`src/rtl/fb_pkg.sv`:
```
// Shared framebuffer types and defaults for the checker and drawing blocks.
// Coordinates are 8-bit column / 7-bit row and colours are 3 bits wide.
package fb_pkg;
  localparam int SCR_W_DEF = 160;
  localparam int SCR_H_DEF = 120;

  typedef logic [2:0] colour_t;
  typedef logic [7:0] fb_x_t;
  typedef logic [6:0] fb_y_t;

  typedef enum logic [1:0] {
    ST_IDLE,
    ST_SCAN,
    ST_DRAIN,
    ST_DONE
  } chk_state_t;

  // Metadata carried alongside an outstanding read until its data returns.
  typedef struct packed {
    logic    vld;
    logic    last;
    colour_t exp;
    fb_x_t   x;
    fb_y_t   y;
  } cmp_tag_t;
endpackage

```
`src/rtl/fb_raster_cnt.sv`:
```
// Raster-order x/y counter, x fastest. It wraps to (0,0) after the last pixel,
// so it rests at the origin whenever it is not being stepped.
module fb_raster_cnt
  import fb_pkg::*;
#(
  parameter int SCR_W = SCR_W_DEF,
  parameter int SCR_H = SCR_H_DEF
) (
  input  logic       clk,
  input  logic       rst,
  input  logic       i_clr,
  input  logic       i_step,
  output logic [7:0] o_x,
  output logic [6:0] o_y,
  output logic       o_last
);
  fb_x_t r_x;
  fb_y_t r_y;
  logic  w_x_end;
  logic  w_y_end;

  assign w_x_end = (r_x == fb_x_t'(SCR_W - 1));
  assign w_y_end = (r_y == fb_y_t'(SCR_H - 1));

  always_ff @(posedge clk) begin
    if (rst || i_clr) begin
      r_x <= '0;
      r_y <= '0;
    end else if (i_step) begin
      if (w_x_end) begin
        r_x <= '0;
        r_y <= w_y_end ? '0 : r_y + 1'b1;
      end else begin
        r_x <= r_x + 1'b1;
      end
    end
  end

  assign o_x    = r_x;
  assign o_y    = r_y;
  assign o_last = w_x_end && w_y_end;
endmodule

```
`config.mk`:
```
export PLATFORM = sky130hd
export DESIGN_NAME = fb_raster_cnt
export DESIGN_NICKNAME = d
export VERILOG_FILES = /design/src/rtl/fb_pkg.sv /design/src/rtl/fb_raster_cnt.sv
export SDC_FILE = /design/constraint.sdc
export NUM_CORES = 1
export LEC_CHECK = 0
export BUFFER_PORTS_ARGS = -buffer_cell sky130_fd_sc_hd__buf_2
export CAP_MARGIN = 20
export CORE_MARGIN = 5
export CORE_UTILIZATION = 44
export CTS_BUF_LIST = sky130_fd_sc_hd__clkbuf_4
export CTS_CLUSTER_DIAMETER = 50
export CTS_CLUSTER_SIZE = 25
export DETAILED_ROUTE_END_ITERATION = 6
export GPL_TIMING_DRIVEN = 0
export PLACE_DENSITY = 0.78
export SKIP_CTS_REPAIR_TIMING = 1
export SYNTH_ARGS = -nofsm -noshare
export SYNTH_HDL_FRONTEND = slang
export SYNTH_SLANG_ARGS = --single-unit
```
`constraint.sdc`:
```
create_clock -name clk -period 2.06 [get_ports clk]
set_input_delay 0.412 -clock clk [delete_from_list [all_inputs] [get_ports clk]]
set_output_delay 0.412 -clock clk [all_outputs]
set_load 0.02 [all_outputs]
```
==> impl_metrics.yaml, run 1 <==
cells_and_area:
  design_area_sq_um: 975.9
  nFillCells: 160
  nets: 113
  drive_gt1_share_pct: 35.85
  multi_input_area_sq_um: 464.2
  final_common_cell: "buf_2"
  antenna_cells: 0
  regArea_sq_um: 302.8
  syn_to_final_growth_pct: 25.40
  final_cell_mix: "18 x buf_2, 13 x dfxtp_1, 8 x nor2_1"
  final_util_pct: 57.14
timing:
  fin_crit_ns: 2.035
  finalCritPeriodShare_pct: 98.80
  hold_viol: 0
  clock_skew_ns: 0.006101
  worstMarginPinSlew_ns: 0.4420
  maxClockFrequency_mhz: 491.3
  setup_viol: 0
  slew_headroom_pct: 70.53
  slew_violations: 0
clock_network:
  worstSkewPairLatency_ns: 0.29
  cts.path.max_buffers: 2
  clkSlewWorstSetupHoldPaths_ns: 0.09
  cts_sinks: 15
  root_buffer: "clkbuf_4"
  htreeDepth: 1
  cts_tree: "done"
  cts_buffers: 3
placement:
  dp_hpwl_um: 1215
  port_buffers: 18
  place_congestion: 0.7140
  place_area_sq_um: 905.9
synth:
  ys.flop_type: "dfxtp_1"
  seq_area_frac_synth_pct: 38.59
  ys_warn_count: 0
  synth_async_sr_flop_share_pct: 0
  synth_fp_nets: 87
  synth_edf_count: 0
  avgSynthCellArea_sq_um: 9.608
  syn-instance-count: 81
  ys_seq_elements: 15
  ys_types: 35
  synth_area_sq_um: 778.2
setup_path:
  slowest_stage: "dfxtp_2"
  worstPathRequired_ns: 1.65
  crit_family: "simple AND/OR/NAND/NOR gates"
  max_stage_delay_ns: 0.39
  startpoint_type: "flop"
  cp_max_fo: 5
  crit_path_cell_trace: "ha_4, and4_4, nand3b_1, nor4_2, buf_4"
  cp-end-kind: "output port"
  crit_buf_inv: 1
  crit_type: "reg2out"
  cp_data_arrival_time_ns: 1.62
drt:
  dr.pass1.iters: 4
  drtIter0Drc: 17
  wl_um: 1762
  drcViolationCount: 0
  wl_per_cell_um: 13.45
  ant_nets: 0
  via_count: 719
  viasPerCell: 5.489
power_and_ir_drop:
  vdd_drop_max_mv: 0.4283
  powerDensity_nw_per_um2: 494.9
  p_leak_nw: 0.3740
job:
  drv_cap: 0
floorplan:
  row_count: 15
  initial_core_util_pct: 45.57
  die_y_um: 52.06
  core_sq_um: 1708
  dieArea_sq_um: 2710
  io_pins: 20
  die_x_um: 52.06
global_routing:
  grt_pass1_wl_um: 2732
  antenna_found_initial: 0
  grt_pass1_vias: 655
  gr-total-overflow: 0
  grt_max_degree: 11
  grt.total_usage_pct: 13.14
hold_path:
  hold_class: "in2reg"
outcome:
  run_status: "finished clean"
==> layer usage <==
| layer | vias to the layer above | part of all wire, % | global-route usage (%) | routed length, um |
|---|---|---|---|---|
| met3 | 5 | 6.0 | 2.865 | 106 |
| met2 | 20 | 45 | 20.92 | 788 |
| met1 | 346 | 47 | 15.82 | 835 |
| met4 | 0 | 1.8 | 8.297 | 31 |
| li1 | 348 | - | - | - |
| met5 | - | 0 | 0 | 0 |
==> worst reg2reg max path: stages (launching register included) <==
cell and delay, ns:
dfxtp_1 0.42, ha_1 0.30, nand4b_2 0.21, nor3_4 0.21, buf_6 0.17, nand4b_1 0.12, a21oi_1 0.17
==> cell families after synthesis <==
logic type | Yosys count | synth area share, %
simple gates | 37 | 31.51
flops | 15 | 38.59
compound gates | 11 | 10.13
xor+xnor | 6 | 6.754
buf+inv | 6 | 4.501
mux | 4 | 5.306
fa+ha+maj | 2 | 3.215
==> power by group <==
group / total [mW] / internal, mW / switching [mW]
registers: 0.293 / 0.291 / 0.00201
clock network: 0.171 / 0.0723 / 0.0984
logic: 0.0193 / 0.00765 / 0.0116
total: 0.483 / 0.371 / 0.112
==> flip-flops by register name, summed over array words and instances, names as in the netlist <==
name and cells:
o_x 8, o_y 7
==> path summary, 6_finish.rpt <==
| check | start | end | slack [ns] | depth (start not counted) |
|---|---|---|---|---|
| setup / recovery | o_y[0]$_SDFFE_PP0P_ | o_last | 0.02 | 5 |
| hold / removal | i_step | o_x[1]$_SDFFE_PP0P_ | 0.46 | 3 |
| setup reg to reg | o_x[0]$_SDFFE_PP0P_ | o_y[6]$_SDFFE_PP0P_ | 0.40 | 6 |
| hold reg to reg | o_y[0]$_SDFFE_PP0P_ | o_y[0]$_SDFFE_PP0P_ | 0.53 | 2 |
==> per-stage QoR <==
| stage | hold WS [ns] | setup TNS, ns | cells | setup slack [ns] | power [mW] |
|---|---|---|---|---|---|
| after floorplan | 0.5762 | 0 | 81 | 0.03188 | 0.3131 |
| after global placement | 0.4961 | 0 | 124 | 0.1234 | 0.3186 |
| after detailed placement | 0.5146 | 0 | 124 | 0.1124 | 0.3191 |
| after CTS | 0.4751 | -0.2129 | 128 | -0.2129 | 0.4836 |
| after global routing | 0.4933 | -0.02680 | 131 | -0.02680 | 0.5043 |
| final | 0.4613 | 0 | 131 | 0.02468 | 0.4830 |
==> area by class of cell <==
cell class / instances / area share (%)
inverter: 1 / 0.3846
tap: 25 / 3.205
buffer: 5 / 3.205
clock buffer: 3 / 2.308
timing repair buffer: 21 / 11.79
sequential: 15 / 31.03
clock inverter: 1 / 0.5128
multi-input combinational: 60 / 47.56
==> synth_stat cells, types with 2 or more instances <==
library cell / n / share of area, %
a311oi_1: 2 / 2.3
nor3_1: 4 / 2.6
nand3_1: 4 / 2.6
ha_1: 2 / 3.2
nand2_1: 4 / 1.9
mux2i_1: 3 / 3.9
nand4_1: 2 / 1.6
clkbuf_1: 2 / 0.96
xor2_1: 3 / 3.4
nand3b_1: 3 / 2.9
nor2_1: 8 / 3.9
dfxtp_1: 15 / 39
xnor2_1: 3 / 3.4
a21oi_1: 4 / 2.6
a41oi_1: 2 / 2.3
Note: power is estimated with default switching activity, not from simulation.
==> run 2, diff against run 1 <==
Settings changed: BUFFER_PORTS_ARGS -buffer_cell sky130_fd_sc_hd__buf_2 to -buffer_cell sky130_fd_sc_hd__buf_4, CTS_BUF_LIST sky130_fd_sc_hd__clkbuf_4 to sky130_fd_sc_hd__clkbuf_2, PLACE_DENSITY 0.78 to 0.69.
==> run 2 against run 1 <==
Sequential cell count unchanged. Highest routed layer unchanged. Sequential power is essentially flat. Fmax increased by 1.5%. Critical path depth unchanged. Largest cell class unchanged. Clock skew is 0.0053 ns higher. Wire length increased by 6.7%. Global-route usage is 1.5 points higher. Sequential share of layout area shrank 1.7 points. Combinational power up 9%. Die area is the same. Register-to-register slack better by 0.09 ns.
==> impl_metrics.yaml, run 2 (same netlist as run 1, synthesis figures left out) <==
power_and_ir_drop:
  power.total_mw: 0.4604
  vdd_drop_max_mv: 0.3434
  p_leak_nw: 0.3940
  powerDensity_nw_per_um2: 439.1
placement:
  place_congestion: 0.8199
  dp_hpwl_um: 1267
  port_buffers: 18
drt:
  viasPerCell: 5.281
  via_count: 713
  wl_um: 1880
  drcViolationCount: 0
  drtIter0Drc: 17
  wl_per_cell_um: 13.93
  dr.pass1.iters: 4
  ant_nets: 0
cells_and_area:
  largest_reg_flops: 8
  nets: 117
  final_common_cell: "buf_4"
  syn_to_final_growth_pct: 34.73
  final_cell_mix: "26 x buf_4, 11 x dfxtp_1, 8 x nor2_1"
  nFillCells: 158
  drive_gt1_share_pct: 40.91
  antenna_cells: 0
floorplan:
  dieArea_sq_um: 2710
  die_x_um: 52.06
  die_y_um: 52.06
  initial_core_util_pct: 45.57
  row_count: 15
  io_pins: 20
  core_sq_um: 1708
global_routing:
  grt_max_degree: 11
  grt_pass1_wl_um: 2904
  gr-total-overflow: 0
  grt_pass1_vias: 642
  grt.total_usage_pct: 14.68
  antenna_found_initial: 0
setup_path:
  cp-end-kind: "output port"
  worstPathRequired_ns: 1.65
  cp_data_arrival_time_ns: 1.59
  startpoint_type: "flop"
  cp_max_fo: 4
  crit_type: "reg2out"
outcome:
  run_status: "finished clean"
timing:
  hold_viol: 0
  maxClockFrequency_mhz: 498.8
  worstMarginPinSlew_ns: 0.4504
  fin_crit_ns: 2.005
  slew_headroom_pct: 69.97
  whs_ns: 0.4190
  setup_viol: 0
  rsz0062_at_grt: "yes"
  clock_skew_ns: 0.01141
  slew_violations: 0
  setup_tns_ns: 0
  finalCritPeriodShare_pct: 97.33
hold_path:
  hold_class: "in2reg"
clock_network:
  root_buffer: "clkbuf_2"
  cts.path.max_buffers: 2
  worstSkewPairLatency_ns: 0.30
  cts_sinks: 15
  cts_buffers: 3
  cts_tree: "done"
  htreeDepth: 1
  clkSlewWorstSetupHoldPaths_ns: 0.16
job:
  drv_cap: 0
==> run 2: worst max-delay path, cell delays in order (launching register included) <==
cell and delay [ns]:
dfxtp_2 0.39, ha_4 0.16, and4_4 0.24, nand3b_1 0.15, nor4_2 0.18, buf_4 0.18
==> run 2: metal layers <==
layer	up-vias	GRT usage [%]	part of all wire [%]
met5	-	0	0
met3	5	4.298	4.7
met2	13	21.76	49
met1	335	17.86	43
li1	360	-	-
met4	0	10.48	2.5
==> run 2: final cells by class <==
class                   count  area (sq um)  area share, %
plain buffers               5         31.28          2.983
clock inverters             1         5.005         0.4773
flip-flops and latches     15         307.8          29.36
repair buffers             25         187.7          17.90
well taps                  25         31.28          2.983
multi-input cells          60         466.7          44.51
inverters                   1         3.754         0.3580
clock buffers               3         15.01          1.432
==> run 2: path summary, 6_finish.rpt <==
kind	start	to	slack, ns	cells after the start
max	o_y[1]$_SDFFE_PP0P_	o_last	0.06	5
min	i_step	o_x[0]$_SDFFE_PP0P_	0.42	3
max reg2reg	o_x[0]$_SDFFE_PP0P_	o_y[1]$_SDFFE_PP0P_	0.49	6
min reg2reg	o_y[5]$_SDFFE_PP0P_	o_y[5]$_SDFFE_PP0P_	0.54	1
==> run 2: report_power, final <==
group	switching, mW	leakage (nW)	internal (mW)
Clock	0.103	0.0164	0.0439
Sequential	0.00202	0.123	0.291
Combinational	0.0116	0.254	0.00951
Total	0.116	0.394	0.344
==> run 2: per-stage QoR <==
| step | utilization [%] | setup WS [ns] | std cells | cell area, sq um |
|---|---|---|---|---|
| global placement | 55.68 | 0.1289 | 124 | 950.9 |
| floorplan | - | 0.03188 | 81 | 784.5 |
| detailed placement | 55.68 | 0.06168 | 124 | 950.9 |
| CTS | 56.85 | -0.3039 | 128 | 970.9 |
| global route | 61.39 | -0.08942 | 135 | 1049 |
| finish | 61.39 | 0.05501 | 135 | 1049 |
